==> src/rtl/hazard_ctrl.sv <==
// -----------------------------------------------------------------------------
// hazard_ctrl
//
// Pipeline sequencer sitting beside the decode stage. It shadows the register
// write of the instructions currently in EXE and MEM and, from those shadows
// plus the decoded ID fields and the EXE/MEM status lines, drives the stall,
// flush and bubble controls of the PC, IF_ID, ID_EXE and EXE_MEM registers.
//
// Each cycle exactly one condition is taken, in priority order:
//   FREEZE  data memory busy: everything holds, shadows hold
//   FLUSH   EXE redirect: kill IF_ID and ID, shadows advance with a bubble
//   HAZ     RAW / load-use hazard: hold PC and IF_ID, bubble into ID_EXE
//   RUN     ID issues into EXE
//
// Parameters
//   FWD_EN  1: EXE/MEM forwarding present, only load-use in EXE stalls
//           0: no forwarding, any pending write in EXE or MEM stalls
//   CNT_W   width of the saturating HAZ-cycle counter
//
// Ports
//   clk_i, rst_i            clock, asynchronous active-high reset
//   id_valid_i              ID holds a real instruction
//   rs1_addr_i, rs1_re_i    ID source 1 address / read enable
//   rs2_addr_i, rs2_re_i    ID source 2 address / read enable
//   rd_addr_i, rd_we_i      ID destination address / write enable
//   mem_re_i                ID instruction is a load
//   redirect_i              EXE resolved a taken branch/jump this cycle
//   mem_busy_i              data memory not ready for the MEM-stage access
//   pc_stall_o              hold PC
//   if_id_stall_o           hold IF_ID
//   if_id_flush_o           clear IF_ID to NOP
//   id_exe_bubble_o         load NOP into ID_EXE
//   id_exe_stall_o          hold ID_EXE
//   exe_mem_stall_o         hold EXE_MEM
//   state_o                 condition taken last cycle (00 RUN, 01 HAZ,
//                           10 FREEZE, 11 FLUSH), debug only
//   hazard_cnt_o            saturating count of HAZ cycles
// -----------------------------------------------------------------------------
module hazard_ctrl #(
    parameter int unsigned FWD_EN = 1,
    parameter int unsigned CNT_W  = 32
) (
    input  logic             clk_i,
    input  logic             rst_i,
    input  logic             id_valid_i,
    input  logic [4:0]       rs1_addr_i,
    input  logic [4:0]       rs2_addr_i,
    input  logic             rs1_re_i,
    input  logic             rs2_re_i,
    input  logic [4:0]       rd_addr_i,
    input  logic             rd_we_i,
    input  logic             mem_re_i,
    input  logic             redirect_i,
    input  logic             mem_busy_i,
    output logic             pc_stall_o,
    output logic             if_id_stall_o,
    output logic             if_id_flush_o,
    output logic             id_exe_bubble_o,
    output logic             id_exe_stall_o,
    output logic             exe_mem_stall_o,
    output logic [1:0]       state_o,
    output logic [CNT_W-1:0] hazard_cnt_o
);

    // Register-write summary of one in-flight instruction.
    typedef struct packed {
        logic       v;
        logic [4:0] rd;
        logic       we;
        logic       ld;
    } shadow_t;

    typedef enum logic [1:0] {
        StRun    = 2'b00,
        StHaz    = 2'b01,
        StFreeze = 2'b10,
        StFlush  = 2'b11
    } state_e;

    shadow_t          ex_q, ex_d;
    shadow_t          mem_q, mem_d;
    state_e           state_q, state_d;
    logic [CNT_W-1:0] cnt_q, cnt_d;

    logic ex_use;
    logic mem_use;
    logic haz;

    logic pc_stall;
    logic if_id_stall;
    logic if_id_flush;
    logic id_exe_bubble;
    logic id_exe_stall;
    logic exe_mem_stall;

    // x0 is hardwired, so a write to it never produces a dependency.
    function automatic logic match(input logic [4:0] rs, input logic re, input shadow_t e);
        return re & e.v & e.we & (e.rd != 5'd0) & (e.rd == rs);
    endfunction

    // -------------------------------------------------------------------------
    // Hazard detection
    // -------------------------------------------------------------------------
    always_comb begin
        ex_use  = match(rs1_addr_i, rs1_re_i, ex_q) | match(rs2_addr_i, rs2_re_i, ex_q);
        mem_use = match(rs1_addr_i, rs1_re_i, mem_q) | match(rs2_addr_i, rs2_re_i, mem_q);
        if (FWD_EN != 0) begin
            // Forwarding covers everything except a load whose data is not back yet.
            haz = id_valid_i & ex_q.ld & ex_use;
        end else begin
            // Register file is write-first, so WB never needs to stall.
            haz = id_valid_i & (ex_use | mem_use);
        end
    end

    // -------------------------------------------------------------------------
    // Condition select, control outputs and next-state
    // -------------------------------------------------------------------------
    always_comb begin
        pc_stall      = 1'b0;
        if_id_stall   = 1'b0;
        if_id_flush   = 1'b0;
        id_exe_bubble = 1'b0;
        id_exe_stall  = 1'b0;
        exe_mem_stall = 1'b0;
        ex_d          = ex_q;
        mem_d         = mem_q;
        cnt_d         = cnt_q;
        state_d       = StRun;

        if (mem_busy_i) begin
            // A redirect seen here is ignored: EXE is frozen and will present it again.
            state_d       = StFreeze;
            pc_stall      = 1'b1;
            if_id_stall   = 1'b1;
            id_exe_stall  = 1'b1;
            exe_mem_stall = 1'b1;
        end else if (redirect_i) begin
            // Flush wins over a hazard: the hazarding ID instruction is killed anyway.
            state_d       = StFlush;
            if_id_flush   = 1'b1;
            id_exe_bubble = 1'b1;
            mem_d         = ex_q;
            ex_d          = '0;
        end else if (haz) begin
            state_d       = StHaz;
            pc_stall      = 1'b1;
            if_id_stall   = 1'b1;
            id_exe_bubble = 1'b1;
            mem_d         = ex_q;
            ex_d          = '0;
            if (cnt_q != {CNT_W{1'b1}}) begin
                cnt_d = cnt_q + CNT_W'(1);
            end
        end else begin
            state_d  = StRun;
            mem_d    = ex_q;
            ex_d.v   = id_valid_i;
            ex_d.rd  = rd_addr_i;
            ex_d.we  = rd_we_i;
            ex_d.ld  = mem_re_i;
        end
    end

    // -------------------------------------------------------------------------
    // State
    // -------------------------------------------------------------------------
    always_ff @(posedge clk_i or posedge rst_i) begin
        if (rst_i) begin
            ex_q    <= '0;
            mem_q   <= '0;
            state_q <= StRun;
            cnt_q   <= '0;
        end else begin
            ex_q    <= ex_d;
            mem_q   <= mem_d;
            state_q <= state_d;
            cnt_q   <= cnt_d;
        end
    end

    // Controls are forced low while reset is held, regardless of the status inputs.
    assign pc_stall_o      = pc_stall      & ~rst_i;
    assign if_id_stall_o   = if_id_stall   & ~rst_i;
    assign if_id_flush_o   = if_id_flush   & ~rst_i;
    assign id_exe_bubble_o = id_exe_bubble & ~rst_i;
    assign id_exe_stall_o  = id_exe_stall  & ~rst_i;
    assign exe_mem_stall_o = exe_mem_stall & ~rst_i;
    assign state_o         = state_q;
    assign hazard_cnt_o    = cnt_q;

endmodule

==> config.mk <==
export PLATFORM = sky130hd
export DESIGN_NAME = hazard_ctrl
export DESIGN_NICKNAME = d
export VERILOG_FILES = /design/src/rtl/hazard_ctrl.sv
export SDC_FILE = /design/constraint.sdc
export NUM_CORES = 1
export LEC_CHECK = 0
export BUFFER_PORTS_ARGS = -buffer_cell sky130_fd_sc_hd__buf_2
export CORE_MARGIN = 2
export CORE_UTILIZATION = 50
export CTS_CLUSTER_DIAMETER = 200
export CTS_CLUSTER_SIZE = 20
export DETAILED_ROUTE_END_ITERATION = 12
export GPL_ROUTABILITY_DRIVEN = 0
export MAX_ROUTING_LAYER = met4
export PLACE_DENSITY_LB_ADDON = 0.1
export SYNTH_ARGS = -nofsm -noshare
export SYNTH_HDL_FRONTEND = slang
export SYNTH_SLANG_ARGS = --single-unit
==> constraint.sdc <==
create_clock -name clk_i -period 2.3 [get_ports clk_i]
set_clock_uncertainty 0.15 [all_clocks]
set_input_delay 0.115 -clock clk_i [delete_from_list [all_inputs] [get_ports clk_i]]
set_output_delay 0.115 -clock clk_i [all_outputs]
set_load 0.03 [all_outputs]
==> out/metrics.yaml <==
timing:
  slew_headroom_pct: 65.2
  fmax_mhz: 436
  hold_ws_ps: 9.60
  slew_viol_final: 0
  tightestPinTransition_ps: 522
  setup_tns_ps: 0
  rsz0062_at_grt: "true"
  hold_viol: 0
  finalSetupViolCount: 0
  period_share_pct: 99.8
  period_needed_ps: 2300
setup_path:
  critPathBufInv: 2
  cpPeakStageDelay_ps: 550
  reg2reg_slack_ps: 90
  crit_chain: "or4_4 -> o211ai_1 -> buf_4 -> nor2_4 -> a21oi_2 -> nor2_2 -> buf_6"
  worstPathArrival_ps: 2030
  critPathTopFamily: "simple AND/OR/NAND/NOR gates"
  rr_endpoint: "hazard_cnt_o[31]$_DFFE_PP0P_"
  required_ps: 2040
  cp-end-kind: "output pin"
  critPathKind: "reg -> out"
  timing.rr.start: "hazard_cnt_o[1]$_DFFE_PP0P_"
  path_max_fanout: 5
  reg2regPathDepth: 7
  setup.worst_path.start_class: "flop"
  cpMaxStageDelayCell: "or4_4"
route:
  vias_per_cell: 5.27
  firstDrtPassIters: 4
  met2WireLength_um: 2470
  wl_met1_um: 2100
  num_vias: 1812
  drt_iter0_drc: 95
  wl_per_cell_um: 14.2
  top_layer: "met4"
  route.met3.wl_um: 242
  wl_um: 4880
  ant_nets: 0
  drcViolationCount: 0
power:
  p_int_mw: 1.03
  p_sw_mw: 0.325
  pwr-share-comb_pct: 10.7
  pwr-share-seq_pct: 56.3
  swShare_pct: 23.9
  p_leak_nw: 1.43
  irDropWorstVdd_uv: 384
  powerDensity_mw_per_mm2: 475
  pwr-share-clk_pct: 33.0
  p_total_mw: 1.36
cells_and_area:
  drive_above_1_share_pct: 36.7
  antenna_cells: 0
  area_growth_pct: 33.4
  final_net_count: 319
  utilization_pct: 70.5
  fill_cells: 305
synth:
  synth_edf_count: 0
  async_flop_share_pct: 100
  ys.flop_type: "dfrtp_1"
  synthCells: 201
  synth.distinct_cells: 32
  syn_area_mm2: 0.00214
  syn_area_per_cell_um2: 10.7
  syn_nets: 226
  synth_seq_cells: 42
  ys_seq_area_share_pct: 49.0
  yosysWarnings: 0
run_status:
  outcome: "complete, no violations"
global_route:
  grt_max_degree: 43
  gr-total-overflow: 0
  grt_pass1_vias: 1805
  grt_first_pass_wirelength_um: 8360
  antenna_found_initial: 0
  grt_usage_pct: 22.4
clock_tree:
  cts_tree: "done"
  numCtsBuffers: 5
  clockBufferDepth: 2
  cts_sinks: 42
  clkLatencyLatePin_ps: 290
  clk_pin_slew_ps: 80
  clockRootBuffer: "clkbuf_8"
  ctsHtreeMaxLevel: 2
die:
  core_mm2: 0.00406
  initial_utilization_pct: 52.9
  die_w_um: 69.5
  io_pins: 64
  fp-row-count: 23
  die_area_mm2: 0.00483
  die_h_um: 69.5
placed_design:
  dpl.hpwl_um: 3420
  io_buffers: 63
hold_path:
  hold_path.class: "in -> reg"
  min-delay-start: "mem_busy_i"
  hold_path_end: "state_o[0]$_DFF_PP0_"
  hold_depth: 2
job:
  cap_violations: 0
[cells by family (layout without fill, tap and decap cells)]
family	count (synthesis)	count (layout)	synth area share (%)
XOR/XNOR	41	41	16.7
multiplexers	1	1	0.525
flip-flops	42	42	49.0
buffers and inverters	9	102	2.10
adder cells (fa/ha/maj)	1	1	0.583
AO/OA/AOI/OAI	15	15	5.95
AND/OR/NAND/NOR	92	92	25.1
[synth_stat cells, drive strengths merged, types with 3 or more instances]
cell type	instances	share of area [%]
and3	4	1.2
nor3	6	1.9
nor2	20	3.7
xor2	16	6.5
inv	5	0.88
dfrtp	42	49
a22o	8	3.3
nor4	8	4.3
nand2	20	3.5
nand3	14	3.7
nand4	14	4.7
buf	3	1.1
xnor2	25	10
[flip-flops by register name (all words and copies together), names as in the netlist]
signal,flops
ex_q,8
hazard_cnt_o,32
state_o,2
[layout make-up]
type                    count  area (um^2)  area share [%]
clock buffers               7         76.3            2.67
inverters                   5         18.8           0.656
multi-input cells         150         1090            38.2
flip-flops and latches     42         1050            36.8
well taps                  50         62.6            2.19
repair buffers             90          558            19.5
[metrics by stage]
step | cell area, um^2 | worst slack [ps] | instances
global placement | 2570 | 183 | 320
detailed placement | 2570 | 119 | 320
global route | 2860 | -86.1 | 344
finish | 2860 | 4.76 | 344
CTS | 2830 | 7.78 | 344
floorplan | 2150 | 18.0 | 201
[what timing repair did]
| item | in CTS | in global routing |
|---|---|---|
| setup endpoints to repair | 3 | 11 |
| resized for setup | 7 | 11 |
| hold buffers | 10 | 0 |
| pin swaps | 1 | 8 |
| buffers inserted | 7 | 3 |
| hold endpoints to repair | 51 | 0 |
[worst max-delay path by stage]
stage	cells after the start	slack, ps	startpoint	end
final	7	5	ex_q[5]$_DFFE_PP0N_	if_id_stall_o
after global routing	7	-90	ex_q[5]$_DFFE_PP0N_	if_id_stall_o
after CTS	7	8	ex_q[3]$_DFFE_PP0N_	if_id_stall_o
after detailed placement	7	120	hazard_cnt_o[1]$_DFFE_PP0P_	hazard_cnt_o[31]$_DFFE_PP0P_
after global placement	7	180	hazard_cnt_o[1]$_DFFE_PP0P_	hazard_cnt_o[31]$_DFFE_PP0P_
after floorplan	7	20	hazard_cnt_o[0]$_DFFE_PP0P_	hazard_cnt_o[31]$_DFFE_PP0P_
[metal layers]
layer,vias to the layer above,global-route usage [%]
met5,-,-
met4,0,6.54
met3,7,5.67
met2,50,36.6
met1,859,27.6
li1,896,-
[cells in the final DEF (no fill, tap or decap), types with 3 or more instances in the layout]
| cell | count |
|---|---|
| nand3_1 | 12 |
| and3_1 | 4 |
| nor4_2 | 4 |
| xnor2_1 | 25 |
| xor2_1 | 16 |
| inv_1 | 5 |
| clkbuf_8 | 5 |
| nor3_1 | 4 |
| nand2_1 | 20 |
| nor2_2 | 3 |
| buf_2 | 60 |
| nor2_1 | 15 |
| buf_4 | 18 |
| dlygate4sd3_1 | 10 |
| nand4_1 | 12 |
| a22o_1 | 8 |
| dfrtp_1 | 41 |
[power by group through the flow]
| stage | sequential (mW) | clock (mW) | combinational, mW |
|---|---|---|---|
| 3_3_place_gp | 0.778 | 0 | 0.115 |
| 4_1_cts | 0.765 | 0.459 | 0.143 |
| 2_1_floorplan | 0.779 | 0 | 0.0713 |
| 3_5_place_dp | 0.779 | 0 | 0.116 |
| 5_1_grt | 0.767 | 0.506 | 0.161 |
| 6_report | 0.765 | 0.448 | 0.146 |
(Power assumes the default switching activity.)
